[config.mk]
export PLATFORM = sky130hd
export DESIGN_NAME = bpd_update_serializer
export DESIGN_NICKNAME = d
export VERILOG_FILES = /design/src/rtl/bpd_update_pkg.sv /design/src/rtl/bpd_bank_slice.sv /design/src/rtl/bpd_update_serializer.sv
export SDC_FILE = /design/constraint.sdc
export NUM_CORES = 1
export LEC_CHECK = 0
export ABC_AREA = 1
export BUFFER_PORTS_ARGS = -buffer_cell sky130_fd_sc_hd__buf_4
export CAP_MARGIN = 20
export CORE_AREA = 5 5 272 274
export DETAILED_ROUTE_END_ITERATION = 16
export DIE_AREA = 0 0 277 279
export PLACE_DENSITY_LB_ADDON = 0.15
export SETUP_SLACK_MARGIN = 0.3
export SYNTH_ARGS = -nofsm -noshare
export SYNTH_HDL_FRONTEND = slang
export SYNTH_SLANG_ARGS = --single-unit
[constraint.sdc]
create_clock -name clock -period 1.7 [get_ports clock]
set_input_delay 0.255 -clock clock [delete_from_list [all_inputs] [get_ports clock]]
set_output_delay 0.255 -clock clock [all_outputs]
set_load 0.01 [all_outputs]
[src/rtl/bpd_update_pkg.sv]
// Shared types and constants for the branch-predictor update serializer.
// Optional feature macro used by the top: BPD_UPDATE_PERF_EN.
package bpd_update_pkg;

    localparam int BPD_PC_W       = 40;
    localparam int BPD_HIST_W     = 64;
    localparam int BPD_META_W     = 120;
    localparam int BPD_BANK_BYTES = 8;
    localparam int BANK_SLOTS     = 4;
    localparam int FETCH_SLOTS    = 8;

    typedef enum logic [1:0] {
        IDLE  = 2'd0,
        EMIT0 = 2'd1,
        EMIT1 = 2'd2
    } state_t;

    // Whole fetch-packet update as it leaves the update queue.
    typedef struct packed {
        logic                      is_mispredict_update;
        logic                      is_repair_update;
        logic [FETCH_SLOTS-1:0]    btb_mispredicts;
        logic [BPD_PC_W-1:0]       pc;
        logic [FETCH_SLOTS-1:0]    br_mask;
        logic                      cfi_idx_valid;
        logic [2:0]                cfi_idx_bits;
        logic                      cfi_taken;
        logic                      cfi_mispredicted;
        logic                      cfi_is_br;
        logic                      cfi_is_jal;
        logic [BPD_HIST_W-1:0]     ghist;
        logic                      ghist_saw_nt;
        logic                      ghist_saw_t;
        logic [BPD_PC_W-1:0]       target;
        logic [BPD_META_W-1:0]     meta_0;
        logic [BPD_META_W-1:0]     meta_1;
    } update_bundle_t;

    // One bank's worth of the update, as presented to the predictor port.
    typedef struct packed {
        logic                      bank;
        logic [BPD_PC_W-1:0]       pc;
        logic [BANK_SLOTS-1:0]     br_mask;
        logic [BANK_SLOTS-1:0]     btb_mispredicts;
        logic                      cfi_valid;
        logic [1:0]                cfi_idx;
        logic                      cfi_taken;
        logic                      cfi_mispredicted;
        logic                      cfi_is_br;
        logic                      cfi_is_jal;
        logic                      is_mispredict_update;
        logic                      is_repair_update;
        logic [BPD_HIST_W-1:0]     ghist;
        logic                      ghist_saw_nt;
        logic                      ghist_saw_t;
        logic [BPD_PC_W-1:0]       target;
        logic [BPD_META_W-1:0]     meta;
    } bank_update_t;

    // A bank needs an update if it has anything to train, or on any repair.
    function automatic logic bank_needed(input update_bundle_t b, input logic bank);
        logic [BANK_SLOTS-1:0] brs;
        logic [BANK_SLOTS-1:0] btbs;
        brs  = bank ? b.br_mask[BANK_SLOTS +: BANK_SLOTS] : b.br_mask[0 +: BANK_SLOTS];
        btbs = bank ? b.btb_mispredicts[BANK_SLOTS +: BANK_SLOTS]
                    : b.btb_mispredicts[0 +: BANK_SLOTS];
        return b.is_repair_update | (|brs) | (|btbs)
             | (b.cfi_idx_valid & (b.cfi_idx_bits[2] == bank));
    endfunction

endpackage

[src/rtl/bpd_bank_slice.sv]
// Combinational extraction of one bank's update from a held fetch-packet update.
module bpd_bank_slice
    import bpd_update_pkg::*;
(
    input  update_bundle_t bundle,
    input  logic           bank,
    output bank_update_t   upd
);

    logic [BPD_PC_W-1:0] base_pc;
    logic                cfi_here;

    // Align the PC to the bank pair, remap CFI into the bank, pick the bank's slice.
    always_comb begin
        base_pc  = bundle.pc & ~BPD_PC_W'(2 * BPD_BANK_BYTES - 1);
        cfi_here = bundle.cfi_idx_valid & (bundle.cfi_idx_bits[2] == bank);
        upd      = '0;

        upd.bank                 = bank;
        upd.pc                   = bank ? base_pc + BPD_PC_W'(BPD_BANK_BYTES) : base_pc;
        upd.br_mask              = bank ? bundle.br_mask[BANK_SLOTS +: BANK_SLOTS]
                                        : bundle.br_mask[0 +: BANK_SLOTS];
        upd.btb_mispredicts      = bank ? bundle.btb_mispredicts[BANK_SLOTS +: BANK_SLOTS]
                                        : bundle.btb_mispredicts[0 +: BANK_SLOTS];
        upd.cfi_valid            = cfi_here;
        upd.cfi_idx              = bundle.cfi_idx_bits[1:0];
        upd.cfi_taken            = cfi_here & bundle.cfi_taken;
        upd.cfi_mispredicted     = cfi_here & bundle.cfi_mispredicted;
        upd.cfi_is_br            = cfi_here & bundle.cfi_is_br;
        upd.cfi_is_jal           = cfi_here & bundle.cfi_is_jal;
        upd.is_mispredict_update = bundle.is_mispredict_update;
        upd.is_repair_update     = bundle.is_repair_update;
        upd.ghist                = bundle.ghist;
        upd.ghist_saw_nt         = bundle.ghist_saw_nt;
        upd.ghist_saw_t          = bundle.ghist_saw_t;
        upd.target               = bundle.target;
        upd.meta                 = bank ? bundle.meta_1 : bundle.meta_0;
    end

endmodule

[src/rtl/bpd_update_serializer.sv]
// Splits each fetch-packet predictor update into bank-0 / bank-1 updates for a
// single-ported two-bank update port. Empty banks are skipped, empty bundles dropped.
// Optional macro BPD_UPDATE_PERF_EN adds wrapping event counters.
module bpd_update_serializer
    import bpd_update_pkg::*;
#(
    parameter int PC_W       = BPD_PC_W,
    parameter int HIST_W     = BPD_HIST_W,
    parameter int META_W     = BPD_META_W,
    parameter int BANK_BYTES = BPD_BANK_BYTES
) (
    input  logic              clock,
    input  logic              reset,
    input  logic              in_valid,
    output logic              in_ready,
    input  logic              in_is_mispredict_update,
    input  logic              in_is_repair_update,
    input  logic [7:0]        in_btb_mispredicts,
    input  logic [PC_W-1:0]   in_pc,
    input  logic [7:0]        in_br_mask,
    input  logic              in_cfi_idx_valid,
    input  logic [2:0]        in_cfi_idx_bits,
    input  logic              in_cfi_taken,
    input  logic              in_cfi_mispredicted,
    input  logic              in_cfi_is_br,
    input  logic              in_cfi_is_jal,
    input  logic [HIST_W-1:0] in_ghist_old_history,
    input  logic              in_ghist_new_saw_branch_not_taken,
    input  logic              in_ghist_new_saw_branch_taken,
    input  logic [PC_W-1:0]   in_target,
    input  logic [META_W-1:0] in_meta_0,
    input  logic [META_W-1:0] in_meta_1,
    output logic              out_valid,
    input  logic              out_ready,
    output logic              out_bank,
    output logic [PC_W-1:0]   out_pc,
    output logic [3:0]        out_br_mask,
    output logic [3:0]        out_btb_mispredicts,
    output logic              out_cfi_valid,
    output logic [1:0]        out_cfi_idx,
    output logic              out_cfi_taken,
    output logic              out_cfi_mispredicted,
    output logic              out_cfi_is_br,
    output logic              out_cfi_is_jal,
    output logic              out_is_mispredict_update,
    output logic              out_is_repair_update,
    output logic [HIST_W-1:0] out_ghist,
    output logic              out_ghist_saw_nt,
    output logic              out_ghist_saw_t,
    output logic [PC_W-1:0]   out_target,
    output logic [META_W-1:0] out_meta
`ifdef BPD_UPDATE_PERF_EN
    ,
    output logic [31:0]       perf_bundles,
    output logic [31:0]       perf_bank_updates,
    output logic [31:0]       perf_dropped,
    output logic [31:0]       perf_stall_cycles
`endif
);

    state_t         state, state_next;
    update_bundle_t held, incoming;
    logic           need1_q;
    logic           need0_in, need1_in;
    logic           accept;
    bank_update_t   slice, shown;

    // Gather the dequeue bundle into one record.
    always_comb begin
        incoming                      = '0;
        incoming.is_mispredict_update = in_is_mispredict_update;
        incoming.is_repair_update     = in_is_repair_update;
        incoming.btb_mispredicts      = in_btb_mispredicts;
        incoming.pc                   = in_pc;
        incoming.br_mask              = in_br_mask;
        incoming.cfi_idx_valid        = in_cfi_idx_valid;
        incoming.cfi_idx_bits         = in_cfi_idx_bits;
        incoming.cfi_taken            = in_cfi_taken;
        incoming.cfi_mispredicted     = in_cfi_mispredicted;
        incoming.cfi_is_br            = in_cfi_is_br;
        incoming.cfi_is_jal           = in_cfi_is_jal;
        incoming.ghist                = in_ghist_old_history;
        incoming.ghist_saw_nt         = in_ghist_new_saw_branch_not_taken;
        incoming.ghist_saw_t          = in_ghist_new_saw_branch_taken;
        incoming.target               = in_target;
        incoming.meta_0               = in_meta_0;
        incoming.meta_1               = in_meta_1;
    end

    assign need0_in = bank_needed(incoming, 1'b0);
    assign need1_in = bank_needed(incoming, 1'b1);
    assign accept   = in_valid & in_ready;

    // Handshake and next state; a new bundle may be taken in the last emit cycle.
    always_comb begin
        state_next = state;
        in_ready   = 1'b0;
        out_valid  = 1'b0;
        case (state)
            IDLE: begin
                in_ready = 1'b1;
            end
            EMIT0: begin
                out_valid = 1'b1;
                in_ready  = out_ready & ~need1_q;
                if (out_ready) state_next = need1_q ? EMIT1 : IDLE;
            end
            EMIT1: begin
                out_valid = 1'b1;
                in_ready  = out_ready;
                if (out_ready) state_next = IDLE;
            end
            default: state_next = IDLE;
        endcase
        if (in_valid && in_ready) begin
            state_next = need0_in ? EMIT0 : (need1_in ? EMIT1 : IDLE);
        end
    end

    // State and held bundle; reset discards any half-emitted bundle.
    always_ff @(posedge clock or negedge reset) begin
        if (!reset) begin
            state   <= IDLE;
            held    <= '0;
            need1_q <= 1'b0;
        end else begin
            state <= state_next;
            if (accept) begin
                held    <= incoming;
                need1_q <= need1_in;
            end
        end
    end

    bpd_bank_slice u_slice (
        .bundle (held),
        .bank   (state == EMIT1),
        .upd    (slice)
    );

    // Outputs read zero whenever nothing is being presented.
    always_comb begin
        shown = out_valid ? slice : '0;
    end

    assign out_bank                 = shown.bank;
    assign out_pc                   = shown.pc;
    assign out_br_mask              = shown.br_mask;
    assign out_btb_mispredicts      = shown.btb_mispredicts;
    assign out_cfi_valid            = shown.cfi_valid;
    assign out_cfi_idx              = shown.cfi_idx;
    assign out_cfi_taken            = shown.cfi_taken;
    assign out_cfi_mispredicted     = shown.cfi_mispredicted;
    assign out_cfi_is_br            = shown.cfi_is_br;
    assign out_cfi_is_jal           = shown.cfi_is_jal;
    assign out_is_mispredict_update = shown.is_mispredict_update;
    assign out_is_repair_update     = shown.is_repair_update;
    assign out_ghist                = shown.ghist;
    assign out_ghist_saw_nt         = shown.ghist_saw_nt;
    assign out_ghist_saw_t          = shown.ghist_saw_t;
    assign out_target               = shown.target;
    assign out_meta                 = shown.meta;

`ifdef BPD_UPDATE_PERF_EN
    // Event counters: accepts, bank fires, dropped bundles, backpressured cycles.
    always_ff @(posedge clock or negedge reset) begin
        if (!reset) begin
            perf_bundles      <= '0;
            perf_bank_updates <= '0;
            perf_dropped      <= '0;
            perf_stall_cycles <= '0;
        end else begin
            if (accept)                         perf_bundles      <= perf_bundles + 32'd1;
            if (out_valid & out_ready)          perf_bank_updates <= perf_bank_updates + 32'd1;
            if (accept & ~need0_in & ~need1_in) perf_dropped      <= perf_dropped + 32'd1;
            if (out_valid & ~out_ready)         perf_stall_cycles <= perf_stall_cycles + 32'd1;
        end
    end
`endif

endmodule

[Word-level counts from Yosys, hierarchy flattened]
Index checks and enable logic that the tools add are counted.
Storage, ports and cells
  word-level logic and storage cells: 65
  bits in registers: 415
  output and inout port bits: 286
  bits of input ports: 416
Operators by class
  reduce and logical (&&, ||, !) cells: 8
  bitwise operators: 17
  add/sub/neg operators: 1
  multiplexer cells: 14
  equal/unequal tests: 6
Operator list (count)
  2-to-1 mux 284 bit: 1
  2-to-1 mux 120 bit: 1
  adder 40 x 4 -> 40 bit, second input constant: 1
  2-to-1 mux 40 bit: 1
  OR reduction 4 bit: 4
  2-to-1 mux 2 bit: 6
  bitwise AND 1 bit: 9
  2-to-1 mux 4 bit: 2
  inequality test 3 bit, second input constant: 2
  OR 1 bit: 6
  one-hot mux 2 bit (3 select lines): 1
  one-hot mux 1 bit (3 select lines): 1
  AND reduction 3 bit: 1
  == test 2 x 1 -> 1 bit, second input constant: 1
  == test 2 bit, second input constant: 1
  logical NOT 2 bit: 1
  inequality test 2 bit, second input constant: 1
  inverter 1 bit: 2
  OR reduction 2 bit: 1
  == test 1 bit: 1
  logical AND 1 bit: 1
  2-to-1 mux 1 bit: 1

[Logic depth before layout (Yosys ltp)]
  depth after elaboration: 7
  gate-level depth with buffers: 11

[By module]
A second synthesis with hierarchy kept.
Unflattened totals
  cell total of the unflattened synthesis: 2969
  area total of the unflattened synthesis: 20918.8 um^2
By module, submodules not included
  bpd_update_serializer: sequential area each 10385.0 um^2, cells each 2390, area an instance 18088.6 um^2, times used 1
  bpd_bank_slice: sequential area each 0.0 um^2, cells each 579, area an instance 2830.2 um^2, times used 1

[Least setup slack after synthesis]
Ideal clock, no wire load.
  path type: register to output
  start point: register state[1]
  end point: output out_br_mask[0]
  setup slack: -0.214 ns
  arrival time: 1.659 ns
  path buffers: 2
  stages on the path, launching flop included: 7
  cells stage by stage: dfrtp_1 -> inv_1 -> ha_1 -> clkbuf_1 -> clkbuf_1 -> o21ai_0 -> nor2_1
On the way
  longest elaborated chain between the ends: 4
  elaborated cells on any way between the ends: 6
  classes of those cells: 2 x eq/ne; 3 x mux; 1 x reduce/logical
RTL lines
  from (decl): RTL line bpd_update_serializer.sv:61  | state_t state, state_next;
  from (signal assigned): RTL line bpd_update_serializer.sv:127  | state <= state_next;
  == test 2 x 1 -> 1 bit / == test 2 bit (equally long branches): RTL line bpd_update_serializer.sv:99  | case (state)
  OR reduction 2 bit (no source line) *
  2-to-1 mux 1 bit *: RTL line bpd_update_serializer.sv:99
  net out_valid: RTL line bpd_update_serializer.sv:33  | output logic out_valid,
  2-to-1 mux 284 bit *: RTL line bpd_update_serializer.sv:143  | shown = out_valid ? slice : '0;
  to (decl): RTL line bpd_update_serializer.sv:37  | output logic [3:0] out_br_mask,
The timed path passes the listed nets; every way through them passes the cells marked *.

[Worst setup path in the final report]
  start point: register state[1]
  end point: output out_meta[20]
On the way
  longest elaborated chain between the ends: 4
  elaborated cells on any way between the ends: 6
  classes of those cells: 2 x eq/ne; 3 x mux; 1 x reduce/logical
RTL lines
  == test 2 x 1 -> 1 bit / == test 2 bit (equally long branches): RTL line bpd_update_serializer.sv:99, bpd_update_serializer.sv:137
  OR reduction 2 bit (no source line)
  2-to-1 mux 1 bit: RTL line bpd_update_serializer.sv:99
  2-to-1 mux 284 bit *: RTL line bpd_update_serializer.sv:143
  to (decl): RTL line bpd_update_serializer.sv:51  | output logic [META_W-1:0] out_meta
Mark *: on every way between the ends. The rest lies on a longest branch, timed or not.

==> results.txt <==
- Setup repair after global routing missed its margin: true
- The internal portion of the total power is roughly 0.040 W.
- The detailed router finished its first iteration with 956 violations.
- In this run the remaining antenna-violating nets after routing total 0.
* Final Max Slew Viols: 0
- Final Hold Slack: 49.8 ps
- In this run the worst hold path is classified as in2reg.
* Number of sinks on the clock net: between 400 and 500
- Clock tree synthesis inserted a total of 49 buffers.
- Gate count of the mapped netlist: ~2500
- The routed design uses 4.43 mm of met3 wire.
- The floorplan step set the die width to approximately 280 µm.
- In the finished design, the share of the clock period the worst path needs comes to 1.43.
- After synthesis, the share of flip-flops with an asynchronous set or reset is 1.00.
- Clock-pin slew was measured on the worst setup and hold paths at 70 ps.
* Endpoints failing hold: 0
- Cells on Worst Hold Path: 3
* Vias per std cell: 4.30
* Flip-flop cell with the highest count after synthesis: sky130_fd_sc_hd__dfrtp_1
- Share of the yosys chip area belonging to registers: 0.550
- Max stage delay cell, worst path: sky130_fd_sc_hd__dfrtp_2
- Number of global-route vias before repair: approximately 21000
- The signal on the critical path passes through inv_2 -> ha_4 -> buf_12 -> buf_12 -> buf_16 -> o21ai_1 -> nor2_1 -> buf_4.
- Post-Synthesis Cell Area: 18700 µm²
- Power per cell area: ~2000 nW/µm²
- Layout-stage area growth over the synthesis result: 80.3%
- In the final layout, the share of cells above drive strength 1 is 0.340.
* Initial antenna violation count: 8
- Seq cells post-synth: just over 400
* Overall via count from detail_route: about 20000
* Post-layout nets: approximately 4100
* Die Area: just under 80000 µm²
- In this run, distinct cell masters in the synthesized netlist total 16.
- Based on the critical path, the design can be clocked at up to between 0.4 and 0.5 GHz.
- Area contributors post-synth: sky130_fd_sc_hd__dfrtp_1 55%, sky130_fd_sc_hd__nand2_1 27%, sky130_fd_sc_hd__nor2_1 5.4%
- TritonCTS built the clock tree.
- During I/O placement, the number of pins put on the boundary was about 700.
* Max VDD drop: roughly 1 mV
- The share of total power dissipated in the clock network is 0.158.
- In this run the top signal layer used is met5.
- In this run the cell area measured after placement is about 27000 µm².
* M1 wire length: around 32 mm
- At the worst endpoint, the arrival time is between 2000 and 2500 ps.
- Combinational power share: 0.585
- Leaving out fill and tap cells, the most frequent cell in the layout is sky130_fd_sc_hd__nand2_1.
* Clock latency on the worst-skew pair: 570 ps
* Most used cells in the layout excluding fill and tap cells: 1253 x sky130_fd_sc_hd__nand2_1, 748 x sky130_fd_sc_hd__buf_4, 410 x sky130_fd_sc_hd__dfrtp_1, 408 x sky130_fd_sc_hd__dlygate4sd3_1, 200 x sky130_fd_sc_hd__nor2_1
* # setup viols final: slightly below 700
- Switching portion of total power: 0.421
* Worst Setup Slack, final: -734 ps
- Cell type with the largest total area after synthesis: sky130_fd_sc_hd__dfrtp_1
- The share of synthesized area in the top cell type comes to 0.550.
* Number of flops mapped to enable cells by yosys: 0
* Fin area: ~34000 µm²
- By instance count, the cell type seen most on the critical path is sky130_fd_sc_hd__buf_12.
- Final weighted congestion in routability-driven placement: about 0.85
- Maximum number of pins on one net before global-route repair: 64
- Slowest stage delay, CP: 410 ps
* Detailed-routing iteration count for the pre-antenna-repair pass: 5
- In this run the vertical extent of the chip is 279 µm.
- Post-route insts no fill: 4694
- For this block, the routed nets add up to between 70 and 80 mm of wire.
- Clock tree synthesis selected as its root buffer the cell sky130_fd_sc_hd__clkbuf_16.
- The number of placed instances, taps included, is around 4200.
* Worst-case clock buffer depth: 3
- In this run the mean area of a mapped cell was about 7.4 µm².
- First-pass GRT wire length: 120 mm
- The worst register-to-register path has a depth of 10.
- Startpoint kind of the worst setup timing path: register
- Effective utilization at floorplan: 0.263
* Met2 wire length: between 30 and 40 mm
- Across the routed clock network, the largest skew measured is between 15 and 20 ps.
- The worst setup path is captured at a primary output.
- STA puts the critical path data required time at 1440 ps.
* Violations in the final reports: setup timing
- Timing analysis after detailed placement gives a worst setup slack of -211 ps.
* Net switching power figure: just under 0.03 W
- Summed over all cells, the static leakage comes to around 19 nW.
- The worst setup path is of the reg2out kind.
- Routed wire length per instance: roughly 17 µm
* Number of I/O port buffers: 694
- Along the worst path, the maximum fanout reaches 8.
* Crit path time final: ~2400 ps
* Warning count from the yosys run: 0
* Sequential group share of total power: 0.257
- After legalization and detailed placement, the total HPWL measured 55.4 mm.
- Remaining routing DRC violations: 0
* Max Cap Violations: 0
- In this run the standard cell core region covers approximately 71000 µm².
* Global route total overflow: 0
* Total global routing track utilization: 0.193
- The run finished, with violations left.
* Number of H-tree levels: 2
- Std-Cell Rows: 98
==> critical path: cells and delay by family, from the launching register on <==
| family | cells | cell delay (ps) |
|---|---|---|
| AOI/OAI and AO/OA | 1 | 60 |
| buffers and inverters | 5 | 650 |
| DFF | 1 | 410 |
| adders and majority gates | 1 | 320 |
| and+or+nand+nor | 1 | 130 |
==> per-layer routing <==
layer / global-route usage / vias up
met5: 0 / -
met4: 0.0600 / 8
met3: 0.0410 / 139
met2: 0.335 / 619
met1: 0.242 / 9543
li1: - / 9890
==> cells in the mapped netlist, types with 5 or more instances <==
| library cell | count |
|---|---|
| sky130_fd_sc_hd__buf_2 | 66 |
| sky130_fd_sc_hd__buf_4 | 38 |
| sky130_fd_sc_hd__clkbuf_1 | 48 |
| sky130_fd_sc_hd__dfrtp_1 | 411 |
| sky130_fd_sc_hd__ha_1 | 5 |
| sky130_fd_sc_hd__inv_1 | 172 |
| sky130_fd_sc_hd__nand2_1 | 1355 |
| sky130_fd_sc_hd__nand3_1 | 6 |
| sky130_fd_sc_hd__nor2_1 | 267 |
| sky130_fd_sc_hd__o21ai_0 | 148 |
==> through the flow <==
| stage | TNS (ps) | power [W] | utilization |
|---|---|---|---|
| 2_1_floorplan | 0 | 0.0374 | - |
| 3_3_place_gp | -42140 | 0.0520 | 0.375 |
| 3_5_place_dp | -59230 | 0.0524 | 0.375 |
| 4_1_cts | -280540 | 0.0676 | 0.465 |
| 5_1_grt | -333360 | 0.0742 | 0.474 |
| 6_report | -252710 | 0.0692 | 0.474 |
==> path summary, 6_finish.rpt <==
check                         startpoint            to  slack, ps
max reg2reg                     state[1]      state[0]       -320
min reg2reg                    held[137]     held[137]        480
min in group asynchronous          reset     held[277]        210
min                        in_br_mask[2]     held[356]         50
max in group asynchronous          reset      state[1]        750
max                             state[1]  out_meta[20]       -730
==> state kept, by name, indices dropped and copies added (netlist names) <==
signal   count
held       408
need1_q      1
state        2
==> layout make-up <==
cell class / instances / area, µm²
Clock inverter: 20 / 273
Timing Repair Buffer: 1278 / 11800
Tap cell: 950 / 1190
Antenna cell: 4 / 10.0
Inverter: 173 / 664
Sequential cell: 411 / 10300
Clock buffer: 70 / 1410
Multi-Input combinational cell: 1788 / 8050
Fill cell: 6881 / 37400
==> what timing repair did <==
action,CTS,global route
buffers inserted,15,14
pin swaps,27,44
hold endpoints to repair,495,0
gates cloned,7,5
hold buffers,408,0
setup endpoints to repair,694,694
resized for setup,118,118
==> kinds of logic (layout without fill, tap and decap cells) <==
family / count (synthesis) / after routing / share of synthesized area
other: 1 / 7 / 0.000201
buffers and inverters: 325 / 1541 / 0.0774
AO/OA/AOI/OAI: 148 / 148 / 0.0396
adder cells (fa/ha/maj): 5 / 5 / 0.00335
flip-flops: 411 / 411 / 0.550
AND/OR/NAND/NOR: 1632 / 1632 / 0.329
==> power groups by stage <==
stage	combinational, W	clock (W)	sequential (W)
CTS	0.0387	0.0113	0.0177
detailed placement	0.0347	0	0.0177
finish	0.0405	0.0110	0.0178
floorplan	0.0203	0	0.0170
global placement	0.0343	0	0.0176
global route	0.0441	0.0117	0.0184
Note: power is estimated with default switching activity, not from simulation.
